--- config.mk ---
export PLATFORM = sky130hd
export DESIGN_NAME = alu_seq_ctrl_flat
export DESIGN_NICKNAME = d
export VERILOG_FILES = /design/src/rtl/alu_seq_ctrl_if.sv /design/src/rtl/alu_seq_ctrl.sv /design/src/flat_wrapper.sv
export SDC_FILE = /design/constraint.sdc
export NUM_CORES = 1
export LEC_CHECK = 0
export CORE_UTILIZATION = 44
export CTS_CLUSTER_DIAMETER = 200
export DETAILED_ROUTE_END_ITERATION = 12
export GPL_TIMING_DRIVEN = 0
export PLACE_DENSITY_LB_ADDON = 0.1
export SLEW_MARGIN = 10
export SYNTH_ARGS = -nofsm -noshare
export SYNTH_HDL_FRONTEND = slang
export SYNTH_SLANG_ARGS = --single-unit
--- constraint.sdc ---
create_clock -name clk -period 3.5 [get_ports clk]
set_input_delay 0.875 -clock clk [delete_from_list [all_inputs] [get_ports clk]]
set_output_delay 0.875 -clock clk [all_outputs]
set_load 0.005 [all_outputs]
--- src/rtl/alu_seq_ctrl_if.sv ---
// Bundle of the instruction handshake, register-file and ALU signals of alu_seq_ctrl.
// The slave modport is the sequencer's view; master is the surrounding datapath's view.
interface alu_seq_ctrl_if #(
   parameter int DATA_W = 16
);
   logic              instr_valid;
   logic              instr_ready;
   logic [15:0]       instr;
   logic [3:0]        rf_raddr_a;
   logic [3:0]        rf_raddr_b;
   logic [DATA_W-1:0] rf_rdata_a;
   logic [DATA_W-1:0] rf_rdata_b;
   logic              rf_we;
   logic [3:0]        rf_waddr;
   logic [DATA_W-1:0] rf_wdata;
   logic [7:0]        alu_opcode;
   logic [DATA_W-1:0] alu_r1;
   logic [DATA_W-1:0] alu_r2;
   logic [7:0]        alu_flags_in;
   logic [DATA_W-1:0] alu_rout;
   logic [7:0]        alu_flags_out;
   logic [7:0]        psr;
   logic              illegal_op;
   logic              retire;
   logic              busy;

   modport slave (
      input  instr_valid, instr, rf_rdata_a, rf_rdata_b, alu_rout, alu_flags_out,
      output instr_ready, rf_raddr_a, rf_raddr_b, rf_we, rf_waddr, rf_wdata,
             alu_opcode, alu_r1, alu_r2, alu_flags_in, psr, illegal_op, retire, busy
   );

   modport master (
      output instr_valid, instr, rf_rdata_a, rf_rdata_b, alu_rout, alu_flags_out,
      input  instr_ready, rf_raddr_a, rf_raddr_b, rf_we, rf_waddr, rf_wdata,
             alu_opcode, alu_r1, alu_r2, alu_flags_in, psr, illegal_op, retire, busy
   );
endinterface

--- src/rtl/alu_seq_ctrl.sv ---
// Multi-cycle FETCH/DECODE/EXEC/WB sequencer driving an external combinational ALU and register file.
// Optional macro ALU_SEQ_HALT_ON_ILLEGAL_EN: an illegal opcode parks the sequencer in HALT until reset.
module alu_seq_ctrl #(
   parameter int          DATA_W    = 16,
   parameter logic [7:0]  PSR_RESET = 8'h00
) (
   input  logic            clk,
   input  logic            rst_n,
   alu_seq_ctrl_if.slave   bus
);

   localparam logic [2:0] S_FETCH  = 3'd0;
   localparam logic [2:0] S_DECODE = 3'd1;
   localparam logic [2:0] S_EXEC   = 3'd2;
   localparam logic [2:0] S_WB     = 3'd3;
`ifdef ALU_SEQ_HALT_ON_ILLEGAL_EN
   localparam logic [2:0] S_HALT   = 3'd4;
`endif

   localparam logic [7:0] OP_ADD = 8'h05;
   localparam logic [7:0] OP_SUB = 8'h09;
   localparam logic [7:0] OP_CMP = 8'h0B;

   // Flag positions the PSR takes from the ALU: C/F for add/sub, L/Z/N for compare.
   localparam logic [7:0] MASK_ARITH = 8'h21;
   localparam logic [7:0] MASK_CMP   = 8'hC4;

   logic [2:0]        r_state;
   logic [15:0]       r_instr;
   logic [7:0]        r_aluOpcode;
   logic [DATA_W-1:0] r_aluR1;
   logic [DATA_W-1:0] r_aluR2;
   logic [3:0]        r_wAddr;
   logic [DATA_W-1:0] r_wData;
   logic [7:0]        r_psr;
   logic              r_illegalOp;

   logic              w_legal;
   logic              w_unused;

   always_comb begin
      case (r_instr[15:8])
         8'h01, 8'h02, 8'h03, 8'h04, 8'h05, 8'h06, 8'h07,
         8'h08, 8'h09, 8'h0B, 8'h0C, 8'h0F, 8'h84: w_legal = 1'b1;
         default:                                 w_legal = 1'b0;
      endcase
   end

   always_ff @(posedge clk or negedge rst_n) begin
      if (!rst_n) begin
         r_state     <= S_FETCH;
         r_instr     <= '0;
         r_aluOpcode <= '0;
         r_aluR1     <= '0;
         r_aluR2     <= '0;
         r_wAddr     <= '0;
         r_wData     <= '0;
         r_psr       <= PSR_RESET;
         r_illegalOp <= 1'b0;
      end else begin
         r_illegalOp <= 1'b0;
         case (r_state)
            S_FETCH: begin
               if (bus.instr_valid) begin
                  r_instr <= bus.instr;
                  r_state <= S_DECODE;
               end
            end
            S_DECODE: begin
               r_aluR1     <= bus.rf_rdata_a;
               r_aluR2     <= bus.rf_rdata_b;
               r_aluOpcode <= r_instr[15:8];
               if (w_legal) begin
                  r_state <= S_EXEC;
               end else begin
                  r_illegalOp <= 1'b1;
`ifdef ALU_SEQ_HALT_ON_ILLEGAL_EN
                  r_state     <= S_HALT;
`else
                  r_state     <= S_FETCH;
`endif
               end
            end
            S_EXEC: begin
               r_wData <= bus.alu_rout;
               r_wAddr <= r_instr[7:4];
               case (r_aluOpcode)
                  OP_ADD, OP_SUB: r_psr <= (r_psr & ~MASK_ARITH) | (bus.alu_flags_out & MASK_ARITH);
                  OP_CMP:         r_psr <= (r_psr & ~MASK_CMP)   | (bus.alu_flags_out & MASK_CMP);
                  default:        r_psr <= r_psr;
               endcase
               r_state <= S_WB;
            end
            S_WB: begin
               r_state <= S_FETCH;
            end
`ifdef ALU_SEQ_HALT_ON_ILLEGAL_EN
            S_HALT: begin
               r_state <= S_HALT;
            end
`endif
            default: begin
               r_state <= S_FETCH;
            end
         endcase
      end
   end

   // Strobes are state decodes so an asynchronous reset drops them in the same instant.
   assign bus.instr_ready  = (r_state == S_FETCH);
   assign bus.busy         = (r_state != S_FETCH);
   assign bus.retire       = (r_state == S_WB);
   assign bus.rf_we        = (r_state == S_WB) && (r_aluOpcode != OP_CMP);
   assign bus.rf_raddr_a   = r_instr[3:0];
   assign bus.rf_raddr_b   = r_instr[7:4];
   assign bus.rf_waddr     = r_wAddr;
   assign bus.rf_wdata     = r_wData;
   assign bus.alu_opcode   = r_aluOpcode;
   assign bus.alu_r1       = r_aluR1;
   assign bus.alu_r2       = r_aluR2;
   assign bus.alu_flags_in = r_psr;
   assign bus.psr          = r_psr;
   assign bus.illegal_op   = r_illegalOp;

   assign w_unused = &{1'b0, bus.alu_flags_out[4:3], bus.alu_flags_out[1]};

endmodule

--- src/flat_wrapper.sv ---
// flat-port wrapper written by rule: the top's interface ports become plain ports
module alu_seq_ctrl_flat 
#(
   parameter int          DATA_W    = 16,
   parameter logic [7:0]  PSR_RESET = 8'h00
)
  (clk, rst_n, bus_instr_valid, bus_instr, bus_rf_rdata_a, bus_rf_rdata_b, bus_alu_rout, bus_alu_flags_out, bus_instr_ready, bus_rf_raddr_a, bus_rf_raddr_b, bus_rf_we, bus_rf_waddr, bus_rf_wdata, bus_alu_opcode, bus_alu_r1, bus_alu_r2, bus_alu_flags_in, bus_psr, bus_illegal_op, bus_retire, bus_busy);
  alu_seq_ctrl_if #(.DATA_W(DATA_W)) bus_i ();
  input  logic clk;
  input  logic rst_n;
  input wire logic [$bits(bus_i.instr_valid)-1:0] bus_instr_valid;
  input wire logic [$bits(bus_i.instr)-1:0] bus_instr;
  input wire logic [$bits(bus_i.rf_rdata_a)-1:0] bus_rf_rdata_a;
  input wire logic [$bits(bus_i.rf_rdata_b)-1:0] bus_rf_rdata_b;
  input wire logic [$bits(bus_i.alu_rout)-1:0] bus_alu_rout;
  input wire logic [$bits(bus_i.alu_flags_out)-1:0] bus_alu_flags_out;
  output wire logic [$bits(bus_i.instr_ready)-1:0] bus_instr_ready;
  output wire logic [$bits(bus_i.rf_raddr_a)-1:0] bus_rf_raddr_a;
  output wire logic [$bits(bus_i.rf_raddr_b)-1:0] bus_rf_raddr_b;
  output wire logic [$bits(bus_i.rf_we)-1:0] bus_rf_we;
  output wire logic [$bits(bus_i.rf_waddr)-1:0] bus_rf_waddr;
  output wire logic [$bits(bus_i.rf_wdata)-1:0] bus_rf_wdata;
  output wire logic [$bits(bus_i.alu_opcode)-1:0] bus_alu_opcode;
  output wire logic [$bits(bus_i.alu_r1)-1:0] bus_alu_r1;
  output wire logic [$bits(bus_i.alu_r2)-1:0] bus_alu_r2;
  output wire logic [$bits(bus_i.alu_flags_in)-1:0] bus_alu_flags_in;
  output wire logic [$bits(bus_i.psr)-1:0] bus_psr;
  output wire logic [$bits(bus_i.illegal_op)-1:0] bus_illegal_op;
  output wire logic [$bits(bus_i.retire)-1:0] bus_retire;
  output wire logic [$bits(bus_i.busy)-1:0] bus_busy;
  assign bus_i.instr_valid = bus_instr_valid;
  assign bus_i.instr = bus_instr;
  assign bus_i.rf_rdata_a = bus_rf_rdata_a;
  assign bus_i.rf_rdata_b = bus_rf_rdata_b;
  assign bus_i.alu_rout = bus_alu_rout;
  assign bus_i.alu_flags_out = bus_alu_flags_out;
  assign bus_instr_ready = bus_i.instr_ready;
  assign bus_rf_raddr_a = bus_i.rf_raddr_a;
  assign bus_rf_raddr_b = bus_i.rf_raddr_b;
  assign bus_rf_we = bus_i.rf_we;
  assign bus_rf_waddr = bus_i.rf_waddr;
  assign bus_rf_wdata = bus_i.rf_wdata;
  assign bus_alu_opcode = bus_i.alu_opcode;
  assign bus_alu_r1 = bus_i.alu_r1;
  assign bus_alu_r2 = bus_i.alu_r2;
  assign bus_alu_flags_in = bus_i.alu_flags_in;
  assign bus_psr = bus_i.psr;
  assign bus_illegal_op = bus_i.illegal_op;
  assign bus_retire = bus_i.retire;
  assign bus_busy = bus_i.busy;
  alu_seq_ctrl #(.DATA_W(DATA_W), .PSR_RESET(PSR_RESET)) u_core (.clk(clk), .rst_n(rst_n), .bus(bus_i));
endmodule
==> impl_metrics.yaml <==
final_layout:
  diodes: 0
  layout_commonest_cell: "clkdlybuf4s50_1"
  mostFrequentLayoutCells: "153 x clkdlybuf4s50_1, 121 x nand2_1, 84 x dfrtp_1"
  seq_area_mm2: 0.00210
  multi_input_area_mm2: 0.00114
  nFillCells: 532
  syn_to_final_growth_pct: 55.4
  fin_nets: 551
  drive_above_1_share_pct: 17.7
  stdcell_count: 580
timing:
  worst_hold_slack_ps: 460
  fmax_ghz: 0.386
  finalHoldViolCount: 0
  setup_viol: 0
  slew_headroom_pct: 61.8
  period_minus_slack_ps: 2590
  setup_slack_ps: 911
  worst_pin_slew_ps: 558
  finalCritPeriodShare_pct: 74.0
  clock_skew_ps: 10.1
  fin_tns_setup_ps: 0
  rsz0062_at_grt: "no"
  drv_slew: 0
global_route:
  grt.met2_usage_pct: 34.3
  antenna_found_initial: 0
  gr-usage-all-layers_pct: 20.8
  busiest_layer: "met2"
  met1_usage_pct: 24.9
  overflow: 0
  use_met3_pct: 6.73
  grt_max_degree: 51
  grt_pass1_vias: 2852
  grt_pass1_wl_mm: 13.2
route:
  drc: 0
  wire_per_inst_um: 13.6
  ant_nets: 0
  viasPerCell: 4.60
  routed_wirelength_mm: 7.89
  vias: 2667
  drt_iter0_drc: 103
  drt_pre_antenna_iters: 4
clocking:
  cts_tree: "yes"
  cts_resized: 0
  cts_buffers: 9
  cts-root-buf: "clkbuf_8"
  clock_sinks: 84
  htree_levels: 3
  clock_latency_ps: 350
  path_clk_slew_ps: 80
  ctsHoldBuffers: 0
  clockBufferDepth: 2
  cts_setup_buffers: 0
synth:
  synth_area_mm2: 0.00345
  syn-mean-instance-area_um2: 11.3
  ys_ff_latch: 84
  yosys.cell_types.count: 31
  yosysWarnings: 0
  ys_seq_area_share_pct: 61.0
  netlist_instances: 305
pwr:
  pwr_density_cell_mw_per_mm2: 744
  p_seq_share_pct: 41.0
  p_switching_mw: 1.16
  ir_worst_vdd_v: 0.000362
  power_frac_comb_pct: 41.5
  p_leak_nw: 2.51
  switching_share_pct: 29.0
  p_int_mw: 2.83
  clkPwrFrac_pct: 17.5
floorplanning:
  std_cell_rows: 31
  dieArea_mm2: 0.00819
  dieHeight_um: 90.5
  boundaryPins: 164
  core_area_mm2: 0.00741
  initial_core_util_pct: 46.5
  dieWidth_um: 90.5
run:
  maxCapViolCount: 0
setup_path:
  crit_fanout: 3
  cp-start-kind: "flop"
  crit_type: "flop to output pin"
  endpoint_kind: "output pin"
  crit_arrival_ps: 1710
  ff2ff_path_depth: 6
  cp.required_ps: 2620
placement:
  place_ws_ps: 1280
  hpwl_mm: 5.83
  place_congestion: 0.720
  io_buffer_count: 154
  dp_cells: 564
min_path:
  hold_path.class: "primary input to async pin"
status:
  status: "completed"
==> worst max-delay path: stages, from the launching register on <==
cell,delay [ps]
dfrtp_1,420
nor3_1,340
a31oi_1,130
clkdlybuf4s50_1,470
==> area by class of cell <==
type                    count  area share [%]
clock buffers              12            2.89
flip-flops and latches     84            39.2
well taps                  99            2.31
plain buffers              33            4.13
repair buffers            155            29.2
multi-input cells         191            21.2
clock inverters             4           0.887
inverters                   2           0.140
==> registers in the layout, summed over array words and instances (netlist names) <==
name and count:
u_core.bus.alu_flags_in 5, u_core.bus.rf_waddr 4, u_core.r_instr 16, u_core.bus.alu_r1 16, u_core.bus.alu_r2 16, u_core.r_state 2
u_core.bus.rf_wdata 16, u_core.bus.alu_opcode 8, u_core.bus.illegal_op 1
==> stage by stage <==
step                utilization (%)  power [mW]  cell area, um^2
floorplan                         -        2.28             3470
global placement               69.3        3.26             5130
detailed placement             69.6        3.32             5160
CTS                            72.4        4.04             5360
global route                   72.4        4.26             5360
finish                         72.4        3.99             5360
==> per-layer routing <==
| metal | up-vias | part of all wire [%] |
|---|---|---|
| met3 | 12 | 9.2 |
| met2 | 106 | 49 |
| met4 | 0 | 2.0 |
| met1 | 1256 | 40 |
| met5 | - | 0 |
| li1 | 1293 | - |
==> power by group through the flow <==
stage          sequential [mW]  clock, mW  combinational [mW]
2_1_floorplan             1.64          0               0.640
3_3_place_gp              1.63          0                1.64
3_5_place_dp              1.65          0                1.67
4_1_cts                   1.64      0.719                1.68
5_1_grt                   1.69      0.759                1.81
6_report                  1.64      0.696                1.66
==> synthesized netlist by cell type <==
library cell	count	area, um^2
xor2_1	1	8.76
buf_12	1	20.0
buf_2	2	10.0
inv_2	1	3.75
a41o_1	1	10.0
nor2_1	2	7.51
clkbuf_1	10	37.5
o22ai_1	1	6.26
or2_4	1	8.76
and3b_1	1	8.76
conb_1	1	3.75
buf_6	1	11.3
a31oi_1	2	12.5
and2_4	1	8.76
a2111oi_0	1	8.76
nor3b_1	1	7.51
nand4_1	2	12.5
nor3_1	1	5.00
nand3_1	1	5.00
and2b_2	1	8.76
buf_4	19	143
inv_1	1	3.75
and2b_1	1	7.51
dfrtp_1	84	2100
nand2_1	121	454
mux2_2	31	349
mux2_4	10	150
nor2b_1	2	12.5
or3_1	1	6.26
or2b_1	1	7.51
a21o_1	1	7.51
==> path summary, 6_finish.rpt <==
| path | startpoint | end | slack, ps |
|---|---|---|---|
| min in group clk | u_core.bus.alu_r1[8]$_DFFE_PN0P_ | u_core.bus.alu_r1[8]$_DFFE_PN0P_ | 480 |
| min reg2reg | u_core.bus.alu_r1[8]$_DFFE_PN0P_ | u_core.bus.alu_r1[8]$_DFFE_PN0P_ | 480 |
| max reg2reg | u_core.r_state[1]$_DFFE_PN0P_ | u_core.r_instr[10]$_DFFE_PN0P_ | 1890 |
| min | rst_n | u_core.r_instr[0]$_DFFE_PN0P_ | 460 |
| max | u_core.bus.alu_opcode[5]$_DFFE_PN0P_ | bus_rf_we | 910 |
| max in group asynchronous | rst_n | u_core.r_instr[10]$_DFFE_PN0P_ | 2450 |
==> cell families (layout without fill, tap and decap cells) <==
| family | Yosys count | count (layout) | share of synthesized area [%] |
|---|---|---|---|
| and+or+nand+nor | 137 | 137 | 16.3 |
| DFF | 84 | 84 | 61.0 |
| muxes | 41 | 41 | 14.5 |
| buffers and inverters | 35 | 206 | 6.64 |
| AOI/OAI and AO/OA | 6 | 6 | 1.31 |
| other | 1 | 6 | 0.109 |
| xor gates and xnor gates | 1 | 1 | 0.254 |
No activity file was read; power rests on OpenSTA's default activity.
